`config.mk`:
```
export PLATFORM = sky130hd
export DESIGN_NAME = spi_lcd_rx_flat
export DESIGN_NICKNAME = d
export VERILOG_FILES = /design/src/rtl/spi_lcd_rx_pkg.sv /design/src/rtl/spi_lcd_rx_if.sv /design/src/rtl/spi_lcd_rx_sync_fifo_fwft.sv /design/src/rtl/spi_lcd_rx.sv /design/src/flat_wrapper.sv
export SDC_FILE = /design/constraint.sdc
export NUM_CORES = 1
export LEC_CHECK = 0
export ABC_AREA = 1
export BUFFER_PORTS_ARGS = -buffer_cell sky130_fd_sc_hd__buf_4
export CAP_MARGIN = 20
export CORE_MARGIN = 1.5
export CORE_UTILIZATION = 42
export CTS_CLUSTER_SIZE = 40
export DETAILED_ROUTE_END_ITERATION = 8
export PLACE_DENSITY = 0.57
export SLEW_MARGIN = 20
export SYNTH_ARGS = -nofsm -noshare
export SYNTH_HDL_FRONTEND = slang
export SYNTH_HIERARCHICAL = 1
export SYNTH_SLANG_ARGS = --single-unit
```
`constraint.sdc`:
```
create_clock -name clk_12mhz -period 4 [get_ports clk_12mhz]
set_clock_uncertainty 0.2 [all_clocks]
set_input_delay 0.4 -clock clk_12mhz [delete_from_list [all_inputs] [get_ports clk_12mhz]]
set_output_delay 0.4 -clock clk_12mhz [all_outputs]
set_load 0.05 [all_outputs]
```
`src/rtl/spi_lcd_rx_pkg.sv`:
```
// Shared types and constants for the SPI LCD-link receiver.
// Latency: n/a (declarations and elaboration-time helpers only).
// Backpressure: n/a.
package spi_lcd_rx_pkg;

  localparam int BYTE_W  = 8;
  localparam int ENTRY_W = BYTE_W + 1;  // {dc, byte}

  typedef enum logic [1:0] {
    IDLE  = 2'd0,
    SHIFT = 2'd1,
    HOLD  = 2'd2
  } state_e;

  // Idle-SCK timeout in clock cycles. The product is formed before the
  // divide so that slow clocks (e.g. 120 kHz) do not truncate to zero.
  function automatic int calc_timeout_cycles(input longint clk_freq, input longint timeout_us);
    longint cycles;
    cycles = (clk_freq * timeout_us) / 1_000_000;
    if (cycles < 1) cycles = 1;
    return int'(cycles);
  endfunction

  // Timer width, sized so the counter can hold the terminal count itself.
  function automatic int calc_timer_w(input longint clk_freq, input longint timeout_us);
    return $clog2(calc_timeout_cycles(clk_freq, timeout_us) + 1);
  endfunction

endpackage

```
`src/rtl/spi_lcd_rx_if.sv`:
```
// Bundle of SPI pins, received-byte handshake and status flags.
// Latency: n/a (wires only).
// Backpressure: rx_valid/rx_ready; slave = receiver, master = link driver/consumer.
interface spi_lcd_rx_if;

  logic                              spi_sck;
  logic                              spi_mosi;
  logic                              spi_cs_n;
  logic                              spi_dc;
  logic                              spi_miso;
  logic [spi_lcd_rx_pkg::BYTE_W-1:0] rx_data;
  logic                              rx_dc;
  logic                              rx_valid;
  logic                              rx_ready;
  logic                              frame_start;
  logic                              err_overflow;
  logic                              err_partial;
  logic                              err_clr;

  modport slave (
    input  spi_sck, spi_mosi, spi_cs_n, spi_dc, rx_ready, err_clr,
    output spi_miso, rx_data, rx_dc, rx_valid, frame_start, err_overflow, err_partial
  );

  modport master (
    output spi_sck, spi_mosi, spi_cs_n, spi_dc, rx_ready, err_clr,
    input  spi_miso, rx_data, rx_dc, rx_valid, frame_start, err_overflow, err_partial
  );

endinterface

```
`src/rtl/spi_lcd_rx_sync_fifo_fwft.sv`:
```
// Single-clock first-word-fall-through FIFO with full/empty flags.
// Latency: a write is visible at the head on the cycle after it is accepted.
// Backpressure: write refused when full unless a read frees a slot that same cycle.
module sync_fifo_fwft #(
  parameter int WIDTH = 9,
  parameter int DEPTH = 16
) (
  input  logic             clk_i,
  input  logic             rst_ni,
  input  logic             wr_vld_i,
  input  logic [WIDTH-1:0] wr_dat_i,
  input  logic             rd_rdy_i,
  output logic [WIDTH-1:0] rd_dat_o,
  output logic             full_o,
  output logic             empty_o
);

  localparam int AW = $clog2(DEPTH);

  logic [WIDTH-1:0] mem_q [DEPTH];
  logic [AW:0]      wptr_q, rptr_q;
  logic             rd_en, wr_en;

  // Extra MSB on each pointer tells a full ring from an empty one.
  assign empty_o = (wptr_q == rptr_q);
  assign full_o  = (wptr_q[AW] != rptr_q[AW]) && (wptr_q[AW-1:0] == rptr_q[AW-1:0]);
  assign rd_en   = rd_rdy_i && !empty_o;
  assign wr_en   = wr_vld_i && (!full_o || rd_en);

  // Head reads as zero when empty so the outputs are clean out of reset.
  assign rd_dat_o = empty_o ? '0 : mem_q[rptr_q[AW-1:0]];

  // Pointer advance; both wrap naturally through the extra bit.
  always_ff @(posedge clk_i or negedge rst_ni) begin
    if (!rst_ni) begin
      wptr_q <= '0;
      rptr_q <= '0;
    end else begin
      if (wr_en) wptr_q <= wptr_q + 1'b1;
      if (rd_en) rptr_q <= rptr_q + 1'b1;
    end
  end

  // Storage array; contents are don't-care until written.
  always_ff @(posedge clk_i) begin
    if (wr_en) mem_q[wptr_q[AW-1:0]] <= wr_dat_i;
  end

endmodule

```
`src/rtl/spi_lcd_rx.sv`:
```
// SPI mode-0 responder for the LCD link: bytes tagged with DC into a FWFT FIFO.
// Latency: push on the synchronized 8th SCK rise, rx_valid the next cycle (<=4 clk from the pin).
// Backpressure: rx_valid/rx_ready; a byte completing while full is dropped (err_overflow).
// Optional MISO echo of the previous byte is built only when SPI_LCD_RX_MISO_EN is defined.
module spi_lcd_rx
  import spi_lcd_rx_pkg::*;
#(
  parameter int CLK_FREQ   = 12_000_000,
  parameter int TIMEOUT_US = 100,
  parameter int FIFO_DEPTH = 16
) (
  input logic         clk_12mhz,
  input logic         rst_n,
  spi_lcd_rx_if.slave bus
);

  localparam int TIMEOUT_CYCLES = calc_timeout_cycles(CLK_FREQ, TIMEOUT_US);
  localparam int TIMER_W        = calc_timer_w(CLK_FREQ, TIMEOUT_US);
  localparam int BIT_CNT_W      = $clog2(BYTE_W);

  // ---------------------------------------------------------------------
  // Input synchronizers: [0],[1] = 2-flop sync, [2] = edge-detect history.
  // ---------------------------------------------------------------------
  logic [2:0] sck_q, mosi_q, cs_q, dc_q;
  logic       sck_rise, cs_low, cs_fall, mosi_s, dc_s;

  // Bring the asynchronous SPI pins into the clk_12mhz domain.
  always_ff @(posedge clk_12mhz or negedge rst_n) begin
    if (!rst_n) begin
      sck_q  <= 3'b000;
      mosi_q <= 3'b000;
      cs_q   <= 3'b111;
      dc_q   <= 3'b000;
    end else begin
      sck_q  <= {sck_q[1:0],  bus.spi_sck};
      mosi_q <= {mosi_q[1:0], bus.spi_mosi};
      cs_q   <= {cs_q[1:0],   bus.spi_cs_n};
      dc_q   <= {dc_q[1:0],   bus.spi_dc};
    end
  end

  // Data/DC are taken from the stage one older than the SCK edge detect,
  // which gives a clock of setup margin against the rising edge.
  assign sck_rise = sck_q[1] & ~sck_q[2];
  assign cs_low   = ~cs_q[1];
  assign cs_fall  = ~cs_q[1] & cs_q[2];
  assign mosi_s   = mosi_q[2];
  assign dc_s     = dc_q[2];

  // ---------------------------------------------------------------------
  // FSM and datapath
  // ---------------------------------------------------------------------
  state_e                 state_q, state_d;
  logic [BIT_CNT_W-1:0]   bit_cnt_q;
  logic [BYTE_W-2:0]      shift_q;
  logic [TIMER_W-1:0]     timer_q;
  logic                   timeout_hit, byte_last;
  logic                   frame_start_d, push, part_set, shift_en, timer_clr, timer_inc;
  logic [BYTE_W-1:0]      byte_dat;
  logic                   frame_start_q, err_ovf_q, err_part_q;
  logic                   fifo_full, fifo_empty, ovf_set;
  logic [ENTRY_W-1:0]     fifo_rd_dat;

  assign timeout_hit = (timer_q == TIMER_W'(TIMEOUT_CYCLES));
  assign byte_last   = (bit_cnt_q == BIT_CNT_W'(BYTE_W - 1));
  assign byte_dat    = {shift_q, mosi_s};

  // State register.
  always_ff @(posedge clk_12mhz or negedge rst_n) begin
    if (!rst_n) state_q <= IDLE;
    else        state_q <= state_d;
  end

  // Next state: CS_N high always wins; an SCK edge beats the timeout.
  always_comb begin
    state_d = state_q;
    case (state_q)
      IDLE:    if (cs_fall) state_d = SHIFT;
      SHIFT:   if (!cs_low) state_d = IDLE;
               else if (!sck_rise && timeout_hit) state_d = HOLD;
      HOLD:    if (!cs_low) state_d = IDLE;
      default: state_d = IDLE;
    endcase
  end

  // Per-state control strobes for the datapath, FIFO and flags.
  always_comb begin
    frame_start_d = 1'b0;
    push          = 1'b0;
    part_set      = 1'b0;
    shift_en      = 1'b0;
    timer_clr     = 1'b0;
    timer_inc     = 1'b0;
    case (state_q)
      IDLE: begin
        if (cs_fall) begin
          frame_start_d = 1'b1;
          timer_clr     = 1'b1;
        end
      end
      SHIFT: begin
        if (!cs_low) begin
          part_set = (bit_cnt_q != '0);
        end else if (sck_rise) begin
          shift_en  = 1'b1;
          timer_clr = 1'b1;
          push      = byte_last;
        end else if (timeout_hit) begin
          part_set = (bit_cnt_q != '0);
        end else begin
          timer_inc = 1'b1;
        end
      end
      default: ;
    endcase
  end

  // Bit counter, deserializer and idle-SCK timer.
  always_ff @(posedge clk_12mhz or negedge rst_n) begin
    if (!rst_n) begin
      bit_cnt_q <= '0;
      shift_q   <= '0;
      timer_q   <= '0;
    end else begin
      if (frame_start_d)  bit_cnt_q <= '0;
      else if (shift_en)  bit_cnt_q <= byte_last ? '0 : bit_cnt_q + 1'b1;
      if (shift_en)       shift_q   <= {shift_q[BYTE_W-3:0], mosi_s};
      if (timer_clr)      timer_q   <= '0;
      else if (timer_inc) timer_q   <= timer_q + 1'b1;
    end
  end

  // A completed byte is lost only if no pop frees a slot in the same cycle.
  assign ovf_set = push && fifo_full && !bus.rx_ready;

  // Frame-start pulse and sticky error flags; a new error beats err_clr.
  always_ff @(posedge clk_12mhz or negedge rst_n) begin
    if (!rst_n) begin
      frame_start_q <= 1'b0;
      err_ovf_q     <= 1'b0;
      err_part_q    <= 1'b0;
    end else begin
      frame_start_q <= frame_start_d;
      err_ovf_q     <= ovf_set  | (err_ovf_q  & ~bus.err_clr);
      err_part_q    <= part_set | (err_part_q & ~bus.err_clr);
    end
  end

  sync_fifo_fwft #(
    .WIDTH (ENTRY_W),
    .DEPTH (FIFO_DEPTH)
  ) u_fifo (
    .clk_i    (clk_12mhz),
    .rst_ni   (rst_n),
    .wr_vld_i (push),
    .wr_dat_i ({dc_s, byte_dat}),
    .rd_rdy_i (bus.rx_ready),
    .rd_dat_o (fifo_rd_dat),
    .full_o   (fifo_full),
    .empty_o  (fifo_empty)
  );

  assign bus.rx_valid     = ~fifo_empty;
  assign bus.rx_dc        = fifo_rd_dat[ENTRY_W-1];
  assign bus.rx_data      = fifo_rd_dat[BYTE_W-1:0];
  assign bus.frame_start  = frame_start_q;
  assign bus.err_overflow = err_ovf_q;
  assign bus.err_partial  = err_part_q;

`ifdef SPI_LCD_RX_MISO_EN
  logic              sck_fall;
  logic [BYTE_W-1:0] last_q, miso_sr_q;

  assign sck_fall = ~sck_q[1] & sck_q[2];

  // Echo shifter: reload on byte completion or frame start, shift on SCK
  // falls inside a byte (the fall right after a reload keeps the new MSB).
  always_ff @(posedge clk_12mhz or negedge rst_n) begin
    if (!rst_n) begin
      last_q    <= '0;
      miso_sr_q <= '0;
    end else if (push) begin
      last_q    <= byte_dat;
      miso_sr_q <= byte_dat;
    end else if (frame_start_d) begin
      miso_sr_q <= last_q;
    end else if (state_q == SHIFT && sck_fall && bit_cnt_q != '0) begin
      miso_sr_q <= {miso_sr_q[BYTE_W-2:0], 1'b0};
    end
  end

  assign bus.spi_miso = miso_sr_q[BYTE_W-1];
`else
  assign bus.spi_miso = 1'b0;
`endif

endmodule
```
`src/flat_wrapper.sv`:
```
// flat-port wrapper written by rule: the top's interface ports become plain ports
module spi_lcd_rx_flat import spi_lcd_rx_pkg::*;
#(
  parameter int CLK_FREQ   = 12_000_000,
  parameter int TIMEOUT_US = 100,
  parameter int FIFO_DEPTH = 16
)
  (clk_12mhz, rst_n, bus_spi_sck, bus_spi_mosi, bus_spi_cs_n, bus_spi_dc, bus_rx_ready, bus_err_clr, bus_spi_miso, bus_rx_data, bus_rx_dc, bus_rx_valid, bus_frame_start, bus_err_overflow, bus_err_partial);
  spi_lcd_rx_if bus_i ();
  input logic clk_12mhz;
  input logic rst_n;
  input wire logic [$bits(bus_i.spi_sck)-1:0] bus_spi_sck;
  input wire logic [$bits(bus_i.spi_mosi)-1:0] bus_spi_mosi;
  input wire logic [$bits(bus_i.spi_cs_n)-1:0] bus_spi_cs_n;
  input wire logic [$bits(bus_i.spi_dc)-1:0] bus_spi_dc;
  input wire logic [$bits(bus_i.rx_ready)-1:0] bus_rx_ready;
  input wire logic [$bits(bus_i.err_clr)-1:0] bus_err_clr;
  output wire logic [$bits(bus_i.spi_miso)-1:0] bus_spi_miso;
  output wire logic [$bits(bus_i.rx_data)-1:0] bus_rx_data;
  output wire logic [$bits(bus_i.rx_dc)-1:0] bus_rx_dc;
  output wire logic [$bits(bus_i.rx_valid)-1:0] bus_rx_valid;
  output wire logic [$bits(bus_i.frame_start)-1:0] bus_frame_start;
  output wire logic [$bits(bus_i.err_overflow)-1:0] bus_err_overflow;
  output wire logic [$bits(bus_i.err_partial)-1:0] bus_err_partial;
  assign bus_i.spi_sck = bus_spi_sck;
  assign bus_i.spi_mosi = bus_spi_mosi;
  assign bus_i.spi_cs_n = bus_spi_cs_n;
  assign bus_i.spi_dc = bus_spi_dc;
  assign bus_i.rx_ready = bus_rx_ready;
  assign bus_i.err_clr = bus_err_clr;
  assign bus_spi_miso = bus_i.spi_miso;
  assign bus_rx_data = bus_i.rx_data;
  assign bus_rx_dc = bus_i.rx_dc;
  assign bus_rx_valid = bus_i.rx_valid;
  assign bus_frame_start = bus_i.frame_start;
  assign bus_err_overflow = bus_i.err_overflow;
  assign bus_err_partial = bus_i.err_partial;
  spi_lcd_rx #(.CLK_FREQ(CLK_FREQ), .TIMEOUT_US(TIMEOUT_US), .FIFO_DEPTH(FIFO_DEPTH)) u_core (.clk_12mhz(clk_12mhz), .rst_n(rst_n), .bus(bus_i));
endmodule
```
# --- After elaboration in Yosys (flattened, before gate mapping) ---
# Memory sizes are Yosys's and may differ from the RTL's.
# Index checks and enable logic that the tools add are counted.
word_totals:
  register_bits: 48
  ramBits: 144
  inputBits: 8
  output_inout_bits: 14
  elab_cells: 84
  n_memories: 1
classes:
  add_sub_neg: 4
  n_eq_ne: 10
  mux: 30
  bitwise_logic: 10
  reduce_logical: 16
memory_table:
  columns: ["memory", "depth", "width", "rd", "rd_ports_with_merged_regs", "wr", "line", "rtl"]
  rows:
  - ["u_core.u_fifo.mem_q", 16, 9, 1, 0, 1, "spi_lcd_rx_sync_fifo_fwft.sv:20", "logic [WIDTH-1:0] mem_q [DEPTH];"]
ops:
  columns: ["operator", "n"]
  rows:
  - ["2-to-1 mux 11 bit", 2]
  - ["2-to-1 mux 1 bit", 18]
  - ["adder 11 x 1 -> 11 bit (second input constant)", 1]
  - ["== test 11 bit (second input constant)", 1]
  - ["adder 5 x 1 -> 5 bit (second input constant)", 2]
  - ["2-to-1 mux 3 bit", 3]
  - ["2-to-1 mux 9 bit", 1]
  - ["2-to-1 mux 2 bit", 4]
  - ["logical AND 1 bit", 6]
  - ["case mux 2 bit (3 select lines)", 1]
  - ["== test 5 bit", 1]
  - ["AND 1 bit", 4]
  - ["== test 4 bit", 1]
  - ["zero test 1 bit", 4]
  - ["!= test 2 x 1 -> 1 bit (second input constant)", 2]
  - ["NOT 1 bit", 4]
  - ["nonzero test 2 bit", 2]
  - ["adder 3 x 1 -> 3 bit (second input constant)", 1]
  - ["== test 3 bit (second input constant)", 1]
  - ["!= test 3 x 1 -> 1 bit (second input constant)", 1]
  - ["AND reduction 3 bit", 1]
  - ["nonzero test 3 bit", 1]
  - ["== test 2 x 1 -> 1 bit (second input constant)", 1]
  - ["== test 2 bit (second input constant)", 1]
  - ["other kinds (5)", 6]

# --- Logic depth before layout (Yosys ltp) ---
logic_depth:
  depth_word: 8
  ltp_mapped: 10
  mapped_depth_nobuf: 9

# --- By module ---
# Netlist, hierarchy kept.
modules_own_cells:
  columns: ["mod", "n_inst", "cells_per_inst", "area_each_um2", "seq_area_each_um2"]
  rows:
  - ["sync_fifo_fwft", 1, 722, 6957.9, 4574.4]
  - ["spi_lcd_rx", 1, 206, 1798.0, 954.7]

# --- Least setup slack after synthesis ---
# OpenSTA, ideal clock, no wires.
synth_timing:
  path_kind: "register to output"
  from: "reg u_core.u_fifo.rptr_q[1]"
  to: "out bus_rx_data[1]"
  arrival_ps: 1886
  required_ps: 3400
  setup_slack_ps: 1514
  path_stages_with_launch: 9
  path_buffers: 1
  path_cell_list: "dfrtp_1 inv_2 buf_1 nand3_1 nand2_1 nand2_1 nand2_1 inv_1 a21oi_1"
synth_between:
  elab_chain_cells: 2
  word_cells_on_any_way: 3
  classes_between: "1 x eq/ne; 1 x mux; 1 x memory"
synth_rtl:
  columns: ["item", "line", "rtl"]
  rows:
  - ["start: declaration", "spi_lcd_rx_sync_fifo_fwft.sv:21", "logic [AW:0] wptr_q, rptr_q;"]
  - ["start signal: assignment", "spi_lcd_rx_sync_fifo_fwft.sv:40", "if (rd_en) rptr_q <= rptr_q + 1'b1;"]
  - ["memory read (16 x 9 bit) / == test 5 bit (equally long branches)", null, null]
  - ["2-to-1 mux 9 bit *", "spi_lcd_rx_sync_fifo_fwft.sv:31", "assign rd_dat_o = empty_o ? '0 : mem_q[rptr_q[AW-1:0]];"]
  - ["end: declaration", "flat_wrapper.sv:19", "output wire logic [$bits(bus_i.rx_data)-1:0] bus_rx_data;"]
# Every way passes the cells marked *; elsewhere a longest branch is shown, timed or not.

# --- Worst setup path after layout ---
layout_timing:
  from: "reg u_core.u_fifo.rptr_q[0]"
  to: "out bus_rx_data[6]"
# The elaborated chain is that of the path after synthesis.

==> run_results.csv <==
group,metric,value,unit
run_status,status,"finished, final reports clean",
power,power_frac_clock,0.356,
sta,slew-limit-headroom,0.3157,
layout,area_growth_syn_to_layout,12.02,%
floorplanning,coreArea,20360,µm²
layout,insertedDiodeCount,0,
critical_path,end_kind,"primary output",
sta,slew_violations,0,
critical_path,cp-start-kind,"flip-flop",
floorplanning,dieArea,21720,µm²
floorplanning,die_w,147.4,µm
clock_network,cts_tree,"yes",
drt,routedWlPerCell,15.65,µm
synth,yosys.area.top_type,"edfxtp_1",
placement,port_buffers,20,
power,p_int,3.304,mW
power,switching_share,0.2886,
clock_network,clk_pin_slew,70,ps
drt,wl,19.36,mm
sta,finalCritPeriodShare,0.8060,
critical_path,critPathTopFamily,"flip-flops",
worst_hold_path,hp-class,"in2reg",
floorplanning,rows,52,
synth,async_reset_ff_frac,0.2500,
critical_path,cp_cell_sequence,"inv_2 > buf_4 > nand2_1 > nand3_1 > nand2_1 > nand2_1 > nand2_1 > inv_1 > a21oi_1 > buf_4",
layout,layout_common_cells,"366 x nand2_1, 144 x edfxtp_1, 131 x inv_1",
synth,synth_edf_count,144,
drt,vias_per_cell,4.811,
global_route,grt_pass1_vias,5644,
power,power.share.combinational,0.132,
critical_path,path_class,"reg2out",
sta,rsz0062_at_grt,"no",
drt,via_count,5951,
clock_network,clock_latency,420,ps
critical_path,crit_required,3400,ps
flow_run,drv_cap,0,
floorplanning,num_io_pins,22,
sta,final.min_clock_period,3224,ps
critical_path,path_max_fanout,40,
sta,fin_setup_tns,0,ps
drt,ant_nets,0,
drt,drc_errors,0,
sta,setup-violations-final,0,
layout,nFillCells,1936,
critical_path,max_stage_delay,870,ps
sta,hold_viol_final,0,
synth,ys_top_cells_by_area,"edfxtp_1 49%, nand2_1 16%, dfrtp_1 13%",
critical_path,critPathArrivalTime,2620,ps
global_route,grt_util_all_layers,0.1893,
critical_path,path_buf_inv,4,
global_route,grt_pass1_wl,31.31,mm
layout,layout_commonest_cell,"nand2_1",
synth,synth_cell_types,33,
synth,synth_cells,928,
power,power_switching,1.340,mW
clock_network,cts_root_buffer,"clkbuf_16",
synth,synth_top_area_share,0.4939,
power,ir_drop,0.3135,mV
critical_path,rr_worst_depth,6,
synth,mappedNetlistArea,8756,µm²
drt,drt_first_pass_iters,5,
floorplanning,start_util,0.4300,
synth,synth_nets,946,
clock_network,cts_max_path_buffers,2,
floorplanning,chipHeight,147.4,µm
layout,seqCellArea,5530,µm²
synth,synth-seq-area-share,0.6315,
critical_path,slowest_stage,"dfrtp_2",
clock_network,post-cts-setup-buffers,0,
placement,globalplace.congestion,0.7770,
synth,synth_area_per_cell,9.435,µm²
sta,timing.fmax,310.2,MHz
global_route,antenna_found_initial,0,
layout,multiInputGateArea,2524,µm²
power,sequentialPowerShare,0.512,
global_route,grt_overflow,0,
clock_network,cts-buffers-inserted,17,
layout,final_net_count,972,
clock_network,cts_max_level,4,
drt,drt_iter0_drc,536,
power,p_leak,4.445,nW
worst_hold_path,hold_depth,4,
layout,fin_util,0.4816,
synth,ys_seq_elements,192,
critical_path,cp_common_cell,"nand2_1",
layout,layout-drive-gt1-share,0.09411,
placement,dpl.hpwl,12.32,mm
synth,synth-main-ff-cell,"edfxtp_1",
sta,worstMarginPinSlew,1023,ps
critical_path,crit_cells,10,
clock_network,cts.sinks,192,
global_route,grt_start_max_net_pins,49,
power,power.density,473.5,nW/µm²
synth,yosysWarnings,6,
-- cell usage after synthesis (3+ instances only) --
master      n
a21oi_1    11
buf_1       3
buf_2      18
buf_4       4
clkbuf_1    4
clkinv_1    3
dfrtp_1    45
dfstp_2     3
edfxtp_1  144
ha_1       10
inv_1     132
inv_2       4
nand2_1   366
nand2_2     3
nand2_4     3
nand3_1    97
nand4_1     4
nor2_1     38
nor2_2      3
o21ai_0     7
xnor2_1     4
xor2_1      6
-- sequential cells by signal, indices dropped and copies added (netlist names) --
register / cells
u_core/bit_cnt_q: 3
u_core/mosi_q: 3
u_core/sck_q: 3
u_core/u_fifo/rptr_q: 5
u_core/bus.err_overflow: 1
u_core/u_fifo/wptr_q: 5
u_core/bus.frame_start: 1
u_core/state_q: 2
u_core/cs_q: 3
u_core/u_fifo/mem_q: 144
u_core/bus.err_partial: 1
u_core/shift_q: 7
u_core/dc_q: 3
u_core/timer_q: 11
-- path summary, 6_finish.rpt --
kind | startpoint | end | slack (ps)
hold reg to reg | u_core/sck_q[0] | u_core/sck_q[1] | 150
min in group asynchronous | rst_n | u_core/mosi_q[0] | 320
max in group asynchronous | rst_n | u_core/u_fifo/rptr_q[0] | 2830
setup reg to reg | u_core/u_fifo/rptr_q[1] | u_core/u_fifo/mem_q[9][3] | 1030
hold / removal | bus_err_clr | u_core/bus.err_partial | 20
setup / recovery | u_core/u_fifo/rptr_q[0] | bus_rx_data[6] | 780
-- power groups by stage --
stage	Combinational, mW	Sequential [mW]	Clock (mW)
6_report	0.615	2.38	1.65
5_1_grt	0.690	2.40	1.77
4_1_cts	0.618	2.38	1.69
3_5_place_dp	0.610	2.43	0
3_3_place_gp	0.609	2.43	0
2_1_floorplan	0.465	2.33	0
-- timing repair --
item,4_1_cts,5_1_grt
hold buffers,6,0
hold endpoints to repair,50,0
gates resized for setup,0,0
-- logic make-up after synthesis --
logic type	after synthesis	share of synthesized area
buffers and inverters	172	0.08031
flip-flops	192	0.6315
other	1	0.0004283
AO/OA/AOI/OAI	22	0.01500
XOR/XNOR	10	0.01000
adder cells (fa/ha/maj)	10	0.01429
AND/OR/NAND/NOR	521	0.2485
-- cell type report --
class,instances,share of cell area
Clock buffer,20,0.04554
Clock inverter,12,0.01250
Inverter,141,0.05447
Multi-Input combinational cell,564,0.2573
Sequential cell,192,0.5638
Tap cell,270,0.03444
Timing Repair Buffer,38,0.03189
-- worst register-to-register path, stage by stage (launching register included) --
cell and delay, ps:
dfrtp_1 850, nand2_1 120, nand2_1 110, nor2_2 60
nand4_2 140, nand2_2 260, nor2_1 870
-- stage by stage --
step | setup WS [ps] | total power, mW | cell area (µm²) | std cells | hold WS (ps)
2_1_floorplan | 1514 | 2.797 | 8756 | 928 | -95.59
3_3_place_gp | 1056 | 3.036 | 9179 | 1199 | 132.9
3_5_place_dp | 1020 | 3.039 | 9179 | 1199 | 136.5
4_1_cts | 740.1 | 4.698 | 9808 | 1237 | 12.31
5_1_grt | 580.4 | 4.856 | 9808 | 1237 | 37.26
6_report | 776.1 | 4.644 | 9808 | 1237 | 20.23
-- routing by layer --
metal	part of all wire	global-route usage
met1	0.49	0.2796
met2	0.45	0.2826
met3	0.043	0.03611
met4	0.020	0.06000
met5	0	0
No activity file was read; power rests on OpenSTA's default activity.
